### config.mk
export PLATFORM = sky130hd
export DESIGN_NAME = scan_search_ctrl_flat
export DESIGN_NICKNAME = d
export VERILOG_FILES = /design/src/rtl/scan_search_ctrl_if.sv /design/src/rtl/scan_search_ctrl.sv /design/src/flat_wrapper.sv
export SDC_FILE = /design/constraint.sdc
export NUM_CORES = 1
export LEC_CHECK = 0
export ABC_AREA = 1
export CORE_ASPECT_RATIO = 0.5
export CORE_MARGIN = 4
export CORE_UTILIZATION = 40
export CTS_BUF_LIST = sky130_fd_sc_hd__clkbuf_2 sky130_fd_sc_hd__clkbuf_4 sky130_fd_sc_hd__clkbuf_8
export DETAILED_ROUTE_END_ITERATION = 8
export HOLD_SLACK_MARGIN = 0.06
export PLACE_DENSITY = 0.66
export RECOVER_POWER = 100
export SYNTH_ARGS = -nofsm -noshare
export SYNTH_HDL_FRONTEND = slang
export SYNTH_SLANG_ARGS = --single-unit
### constraint.sdc
create_clock -name clk -period 1.5 [get_ports clk]
set_clock_uncertainty 0.05 [all_clocks]
set_input_delay 0.45 -clock clk [delete_from_list [all_inputs] [get_ports clk]]
set_output_delay 0.45 -clock clk [all_outputs]
set_load 0.03 [all_outputs]
### src/rtl/scan_search_ctrl_if.sv
// Bundle between the scan sequencer, its controlling FSM and the shared read-only memory.
// Handshakes: start is taken only while the sequencer is idle or done (done is the level ack, held until the next
// accepted start); mem_rd_en is a one-cycle request, answered later by one cycle of mem_rd_valid with mem_rd_data.
interface scan_search_ctrl_if #(
  parameter int DATA_W = 8,
  parameter int ADDR_W = 4,
  parameter int SUM_W  = 12
);
  logic              start;
  logic [DATA_W-1:0] key;
  logic [ADDR_W-1:0] base;
  logic [ADDR_W:0]   len;
  logic              mem_rd_en;
  logic [ADDR_W-1:0] mem_addr;
  logic [DATA_W-1:0] mem_rd_data;
  logic              mem_rd_valid;
  logic              busy;
  logic              done;
  logic              found;
  logic [ADDR_W-1:0] found_index;
  logic [SUM_W-1:0]  sum;
  logic              sum_ovf;
  logic              timeout_err;

  modport slave (
    input  start, key, base, len, mem_rd_data, mem_rd_valid,
    output mem_rd_en, mem_addr, busy, done, found, found_index, sum, sum_ovf, timeout_err
  );

  modport master (
    output start, key, base, len, mem_rd_data, mem_rd_valid,
    input  mem_rd_en, mem_addr, busy, done, found, found_index, sum, sum_ovf, timeout_err
  );
endinterface

### src/rtl/scan_search_ctrl.sv
// Scans len words from base (wrapping) for key, summing every scanned word; stops on first match,
// end of array, or a read that never returns within TIMEOUT cycles.
module scan_search_ctrl #(
  parameter int DATA_W  = 8,
  parameter int ADDR_W  = 4,
  parameter int SUM_W   = 12,
  parameter int TIMEOUT = 15
) (
  input  logic                clk,
  input  logic                reset,
  scan_search_ctrl_if.slave   bus,
  output logic [2:0]          o_dbg_state
);

  localparam logic [2:0] S_IDLE  = 3'd0;
  localparam logic [2:0] S_ISSUE = 3'd1;
  localparam logic [2:0] S_WAIT  = 3'd2;
  localparam logic [2:0] S_CHECK = 3'd3;
  localparam logic [2:0] S_DONE  = 3'd4;

  localparam int CNT_W = $clog2(TIMEOUT + 1);

  logic [2:0]        r_state;
  logic [DATA_W-1:0] r_key;
  logic [ADDR_W-1:0] r_base;
  logic [ADDR_W:0]   r_len;
  logic [ADDR_W:0]   r_idx;
  logic [CNT_W-1:0]  r_wait_cnt;
  logic [DATA_W-1:0] r_data;
  logic [SUM_W-1:0]  r_sum;
  logic              r_sum_ovf;
  logic              r_found;
  logic [ADDR_W-1:0] r_found_index;
  logic              r_timeout_err;

  logic              w_start_ok;
  logic [ADDR_W:0]   w_idx_next;
  logic [CNT_W-1:0]  w_wait_next;
  logic [SUM_W:0]    w_sum_ext;
  logic              w_hit;

  assign w_start_ok  = ((r_state == S_IDLE) || (r_state == S_DONE)) && bus.start;
  assign w_idx_next  = r_idx + 1'b1;
  assign w_wait_next = r_wait_cnt + 1'b1;
  // Extra top bit of the widened add is the carry that marks a wrap of the accumulator.
  assign w_sum_ext   = {1'b0, r_sum} + {{(SUM_W + 1 - DATA_W){1'b0}}, r_data};
  assign w_hit       = (r_data == r_key);

  always_ff @(posedge clk) begin
    if (reset) begin
      r_state       <= S_IDLE;
      r_key         <= '0;
      r_base        <= '0;
      r_len         <= '0;
      r_idx         <= '0;
      r_wait_cnt    <= '0;
      r_data        <= '0;
      r_sum         <= '0;
      r_sum_ovf     <= 1'b0;
      r_found       <= 1'b0;
      r_found_index <= '0;
      r_timeout_err <= 1'b0;
    end else begin
      case (r_state)
        S_IDLE, S_DONE: begin
          if (w_start_ok) begin
            r_key         <= bus.key;
            r_base        <= bus.base;
            r_len         <= bus.len;
            r_idx         <= '0;
            r_sum         <= '0;
            r_sum_ovf     <= 1'b0;
            r_found       <= 1'b0;
            r_found_index <= '0;
            r_timeout_err <= 1'b0;
            r_state       <= (bus.len == '0) ? S_DONE : S_ISSUE;
          end
        end
        S_ISSUE: begin
          r_wait_cnt <= '0;
          r_state    <= S_WAIT;
        end
        S_WAIT: begin
          if (bus.mem_rd_valid) begin
            r_data  <= bus.mem_rd_data;
            r_state <= S_CHECK;
          end else begin
            r_wait_cnt <= w_wait_next;
            if (w_wait_next == CNT_W'(TIMEOUT)) begin
              r_timeout_err <= 1'b1;
              r_state       <= S_DONE;
            end
          end
        end
        S_CHECK: begin
          r_sum <= w_sum_ext[SUM_W-1:0];
          if (w_sum_ext[SUM_W]) r_sum_ovf <= 1'b1;
          if (w_hit) begin
            r_found       <= 1'b1;
            r_found_index <= r_idx[ADDR_W-1:0];
            r_state       <= S_DONE;
          end else begin
            r_idx   <= w_idx_next;
            r_state <= (w_idx_next == r_len) ? S_DONE : S_ISSUE;
          end
        end
        default: r_state <= S_IDLE;
      endcase
    end
  end

  // Strobes decode straight from the registered state, so they are glitch-free and drop right after reset.
  assign bus.mem_rd_en   = (r_state == S_ISSUE);
  assign bus.mem_addr    = r_base + r_idx[ADDR_W-1:0];
  assign bus.busy        = (r_state == S_ISSUE) || (r_state == S_WAIT) || (r_state == S_CHECK);
  assign bus.done        = (r_state == S_DONE);
  assign bus.found       = r_found;
  assign bus.found_index = r_found_index;
  assign bus.sum         = r_sum;
  assign bus.sum_ovf     = r_sum_ovf;
  assign bus.timeout_err = r_timeout_err;
  assign o_dbg_state     = r_state;

endmodule

### src/flat_wrapper.sv
// flat-port wrapper written by rule: the top's interface ports become plain ports
module scan_search_ctrl_flat 
#(
  parameter int DATA_W  = 8,
  parameter int ADDR_W  = 4,
  parameter int SUM_W   = 12,
  parameter int TIMEOUT = 15
)
  (clk, reset, o_dbg_state, bus_start, bus_key, bus_base, bus_len, bus_mem_rd_data, bus_mem_rd_valid, bus_mem_rd_en, bus_mem_addr, bus_busy, bus_done, bus_found, bus_found_index, bus_sum, bus_sum_ovf, bus_timeout_err);
  scan_search_ctrl_if #(.DATA_W(DATA_W), .ADDR_W(ADDR_W), .SUM_W(SUM_W)) bus_i ();
  input  logic clk;
  input  logic reset;
  output logic [2:0] o_dbg_state;
  input wire logic [$bits(bus_i.start)-1:0] bus_start;
  input wire logic [$bits(bus_i.key)-1:0] bus_key;
  input wire logic [$bits(bus_i.base)-1:0] bus_base;
  input wire logic [$bits(bus_i.len)-1:0] bus_len;
  input wire logic [$bits(bus_i.mem_rd_data)-1:0] bus_mem_rd_data;
  input wire logic [$bits(bus_i.mem_rd_valid)-1:0] bus_mem_rd_valid;
  output wire logic [$bits(bus_i.mem_rd_en)-1:0] bus_mem_rd_en;
  output wire logic [$bits(bus_i.mem_addr)-1:0] bus_mem_addr;
  output wire logic [$bits(bus_i.busy)-1:0] bus_busy;
  output wire logic [$bits(bus_i.done)-1:0] bus_done;
  output wire logic [$bits(bus_i.found)-1:0] bus_found;
  output wire logic [$bits(bus_i.found_index)-1:0] bus_found_index;
  output wire logic [$bits(bus_i.sum)-1:0] bus_sum;
  output wire logic [$bits(bus_i.sum_ovf)-1:0] bus_sum_ovf;
  output wire logic [$bits(bus_i.timeout_err)-1:0] bus_timeout_err;
  assign bus_i.start = bus_start;
  assign bus_i.key = bus_key;
  assign bus_i.base = bus_base;
  assign bus_i.len = bus_len;
  assign bus_i.mem_rd_data = bus_mem_rd_data;
  assign bus_i.mem_rd_valid = bus_mem_rd_valid;
  assign bus_mem_rd_en = bus_i.mem_rd_en;
  assign bus_mem_addr = bus_i.mem_addr;
  assign bus_busy = bus_i.busy;
  assign bus_done = bus_i.done;
  assign bus_found = bus_i.found;
  assign bus_found_index = bus_i.found_index;
  assign bus_sum = bus_i.sum;
  assign bus_sum_ovf = bus_i.sum_ovf;
  assign bus_timeout_err = bus_i.timeout_err;
  scan_search_ctrl #(.DATA_W(DATA_W), .ADDR_W(ADDR_W), .SUM_W(SUM_W), .TIMEOUT(TIMEOUT)) u_core (.clk(clk), .reset(reset), .bus(bus_i), .o_dbg_state(o_dbg_state));
endmodule
==> impl.org <==
** Synth
- Yosys synthesis warning count :: 0
- Yosys top cell by area :: dfxtp_1
- Top post-synthesis cells by area :: dfxtp_1, nand2_1, a21oi_1, inv_1, o21ai_0
- In the synthesized netlist, the number of instances is approximately 460.
- Yosys mapped a number of flops with a built-in enable equal to 0.
- In this run, distinct cell masters in the synthesized netlist total 27.
- For this run, the register share of the synthesized area comes to 0.363.
- Of the post-synthesis cell area, the dominant cell type holds 0.363.
- Averaged over all synthesized cells, the footprint is roughly 6.7 um2.
- Summing every instance area after synthesis gives roughly 0.003 mm2.
- Post-Synth Adder-Cell Area :: 0.0696
- Post-Synth XOR/XNOR Area :: 0.0255
- Of the total synthesized cell area, the portion taken by AND, OR, NAND and NOR gates is 0.289.
- Dominant combinational cell family by area after synthesis :: simple AND/OR/NAND/NOR gates
- Post-synthesis compound-gate area fraction :: 0.154
- After synthesis, the share of flip-flops with an asynchronous set or reset is 0.
- Counting flops and latches in the post-synthesis netlist gives 56.
- Most used DFF post-synth :: dfxtp_1
- After synthesis, the share of cell area in mux cells is 0.
- Mapped Nets :: slightly above 500

** Placed design
- Once placement completed, the tool counted placed cells totaling between 600 and 700.
- After legalization and detailed placement, the total HPWL measured between 6 and 7 mm.
- Buffers placed on the I/O ports in this run total 57.
- The congestion estimate from routability-driven global placement came to ~0.9.

** Clocking
- The later pin in the worst-skew pair is clocked with a latency of ~0.32 ns.
- Counting along the longest clock path gives a buffer depth of 2.
- H-tree level count :: 2
- After clock tree synthesis, the clock-pin slew on the worst setup and hold paths is roughly 0.090 ns.
- Hold repair after CTS inserted 0 buffers.
- Clock tree synthesis selected as its root buffer the cell clkbuf_8.
- TritonCTS built the clock tree.
- Clock tree synthesis inserted a total of 5 buffers.
- The clock net in this run drives a total of 56 sinks.

** Routing
- DRT Wirelength :: about 9 mm
- Length of routed met2 wiring :: between 4 and 5 mm
- After the first detailed-routing iteration, the DRC count stood at approximately 140.
- In the final routed layout, each cell accounts on average for around 13 um.
- For this run, the detailed router's first-pass iteration total came to 4.
- Final routed DRC violation total :: 0
- Met3 wirelength from detailed routing :: between 200 and 300 um
- Summing over every cut layer, the via total after detailed routing is 3272.
- Remaining antenna violation count after routing :: 0
- Via count normalized by instance count :: 4.88
- Topmost layer with routed signal wires :: met4
- In the final routing, the length of wire on met1 measures 4.19 mm.

** GRT
- Number of antenna violations at the first check in global routing :: 0
- Entering global routing, the biggest net connects 23 pins.
- Across every metal layer, demand over resource in global routing totals 0.183.
- First-pass GRT wire length :: 14.1 mm
- Vias in the first global route :: around 3000
- Global-route congestion overflow total :: 0

** Timing
- The worst pin sits at a relative slew slack of 0.724.
- In the finished design, the share of the clock period the worst path needs comes to 1.36.
- Setup violations remaining at the end of the flow were counted as 19.
- The number of pins with negative max-slew slack in the final report was 0.
- Post-layout worst setup margin :: -0.546 ns
- Setup repair after global routing could not meet its margin everywhere.
- Subtracting the final worst setup slack from the clock period gives just over 2 ns.
- Slew at the pin closest to its max-slew limit :: ~0.41 ns
- Hold timing on the final database bottoms out at a slack of 0.426 ns.
- Highest achievable clock rate :: approximately 0.49 GHz
- The final hold violation count was 0.

** Setup path
- Worst setup path class :: reg -> out
- Endpoint kind of the worst setup timing path :: output port
- Req. time, crit path :: 1.00 ns
- For the worst setup path, the data arrival time is between 1.5 and 2 ns.
- The worst setup path is launched from a register.
- Maximum fanout count along the critical path :: 2

** Die
- 58 I/O pins were placed.
- Row Count :: 22
- The floorplan step set the die width to between 100 and 150 um.
- DIE AREA :: 0.00928 mm2
- Die Y-Extent :: ~70 um
- Initial Util :: 0.417
- Core Region :: ~0.0074 mm2

** Pwr
- Portion of total power attributed to the clock network :: 0.155
- Switching power of the nets :: ~0.0023 W
- Reg power frac :: 0.359
- Of the total power, the share spent switching nets is 0.405.
- The internal portion of the total power is between 0.003 and 0.004 W.
- Combinational cell fraction of total power :: 0.486
- Largest vdd supply drop :: roughly 0.75 mV
- Ratio of total power to cell area :: roughly 1100 mW/mm2
- Static leakage power :: 2.18 nW

** Final layout
- Counting the fill cells in the layout gives between 600 and 700.
- Post-layout instance count excluding filler cells :: approximately 670
- The number of antenna diodes in the final layout is 0.
- In the final layout, the share of cells above drive strength 1 is 0.416.
- Layout area overhead :: 59.7%
- Count of nets after finishing :: 619

** Hold path
- The path class of the tightest hold or removal check is reg -> reg.

** Outcome
- Result of the run :: finished, violations left
- The checks that failed: setup timing.

** Job
- The tool flagged a number of max-cap violations equal to 0.
==> flip-flops by register name, summed over array words and instances (netlist names) <==
register,cells
u_core.bus.sum_ovf,1
u_core.bus.found_index,4
u_core.r_data,8
u_core.r_base,4
u_core.o_dbg_state,3
u_core.bus.found,1
u_core.r_idx,5
u_core.bus.sum,12
u_core.bus.timeout_err,1
u_core.r_wait_cnt,4
u_core.r_len,5
u_core.r_key,8
==> power by group through the flow <==
stage / Sequential [W] / Clock, W / Combinational (W)
final: 0.00201 / 0.000871 / 0.00272
after global routing: 0.00204 / 0.000963 / 0.00297
after CTS: 0.00199 / 0.000913 / 0.00233
after detailed placement: 0.00199 / 0 / 0.00202
after global placement: 0.00198 / 0 / 0.00201
after floorplan: 0.00201 / 0 / 0.00129
==> worst max-delay path, cell delays in order, from the launching register on <==
cell and delay, ns:
dfxtp_4 0.37, ha_4 0.14, inv_2 0.03, fa_2 0.54
inv_4 0.03, buf_6 0.12
==> stage by stage <==
stage                     setup TNS [ns]  total power [W]   util  setup WS [ns]  area [um2]
after floorplan                   -0.718          0.00331      -         -0.156        3240
after global placement             -9.71          0.00399  0.567         -0.247        4200
after detailed placement          -10.80          0.00402  0.567         -0.286        4200
after CTS                          -2.72          0.00524  0.612         -0.576        4530
after global routing               -5.69          0.00597  0.667         -0.611        4940
final                              -2.69          0.00560  0.667         -0.546        4940
==> path summary, 6_finish.rpt <==
kind	depth (start not counted)	slack [ns]	start	endpoint
hold / removal	2	0.43	u_core.bus.found	u_core.bus.found
setup reg to reg	11	-0.20	u_core.bus.sum[0]	u_core.bus.sum[8]
hold reg to reg	2	0.43	u_core.bus.found	u_core.bus.found
setup / recovery	5	-0.55	u_core.r_idx[0]	bus_mem_addr[1]
==> cell families (layout without fill, tap and decap cells) <==
family          after synthesis  count (layout)
buf+inv                      78             191
fa+ha+maj                    16              16
xor+xnor                      9               9
compound gates               92              92
flops                        56              56
simple gates                211             211
==> cells in the final DEF (no fill, tap or decap), types with 2 or more instances in the layout <==
cell type        Yosys  final
nand2_4              0     12
ha_1                14      3
nor2_2               4      6
xnor2_1              7      3
o21ai_0             36     22
inv_4                0      5
nand4_1              6      6
ha_4                 0     11
xnor2_4              0      2
dfxtp_2              0     14
a21oi_2              0     17
o21ai_1              0     11
nand3_2              0     10
clkbuf_2             0      3
nand3_1             28     16
xor2_1               2      2
xnor2_2              0      2
inv_1               58     50
buf_12               0      4
nor2_1              44     37
nand2_2              4     22
inv_2                8     11
o21ai_2              0      3
a21oi_1             50     33
nand3_4              0      2
clkbuf_8             0      6
buf_4                1     61
dfxtp_4              0     12
clkinv_2             0      2
nand2_1            120     90
buf_6                0     20
dfxtp_1             56     30
fa_2                 0      2
nor2_4               3      8
clkdlybuf4s50_1      0     28
==> routing by layer <==
layer  vias up  global-route usage
li1       1702                   -
met1      1512               0.246
met2        45               0.304
met3        13              0.0381
met4         0              0.0415
met5         -                   0
==> final cells by class <==
class,instances,area (um2),share of cell area
Clock buffer,6,82.6,0.0167
Clock inverter,2,10.0,0.00203
Inverter,66,260,0.0527
Multi-Input combinational cell,328,2210,0.447
Sequential cell,56,1180,0.240
Tap cell,96,120,0.0243
Timing Repair Buffer,117,1070,0.217
==> what timing repair did <==
item | CTS | global route
hold endpoints to repair | 0 | 0
buffers inserted | 4 | 9
pin swaps | 12 | 41
resized for setup | 51 | 112
endpoints found under the setup margin | 30 | 54
==> synth_stat cells, drive strengths merged, types with 2 or more instances <==
library cell  number
o21ai             36
clkbuf             5
xnor2              7
nand2            124
nand4              6
buf                7
fa                 2
inv               66
dfxtp             56
ha                14
nor2              51
nand3             28
a21oi             50
xor2               2
Note: power is estimated with default switching activity, not from simulation.
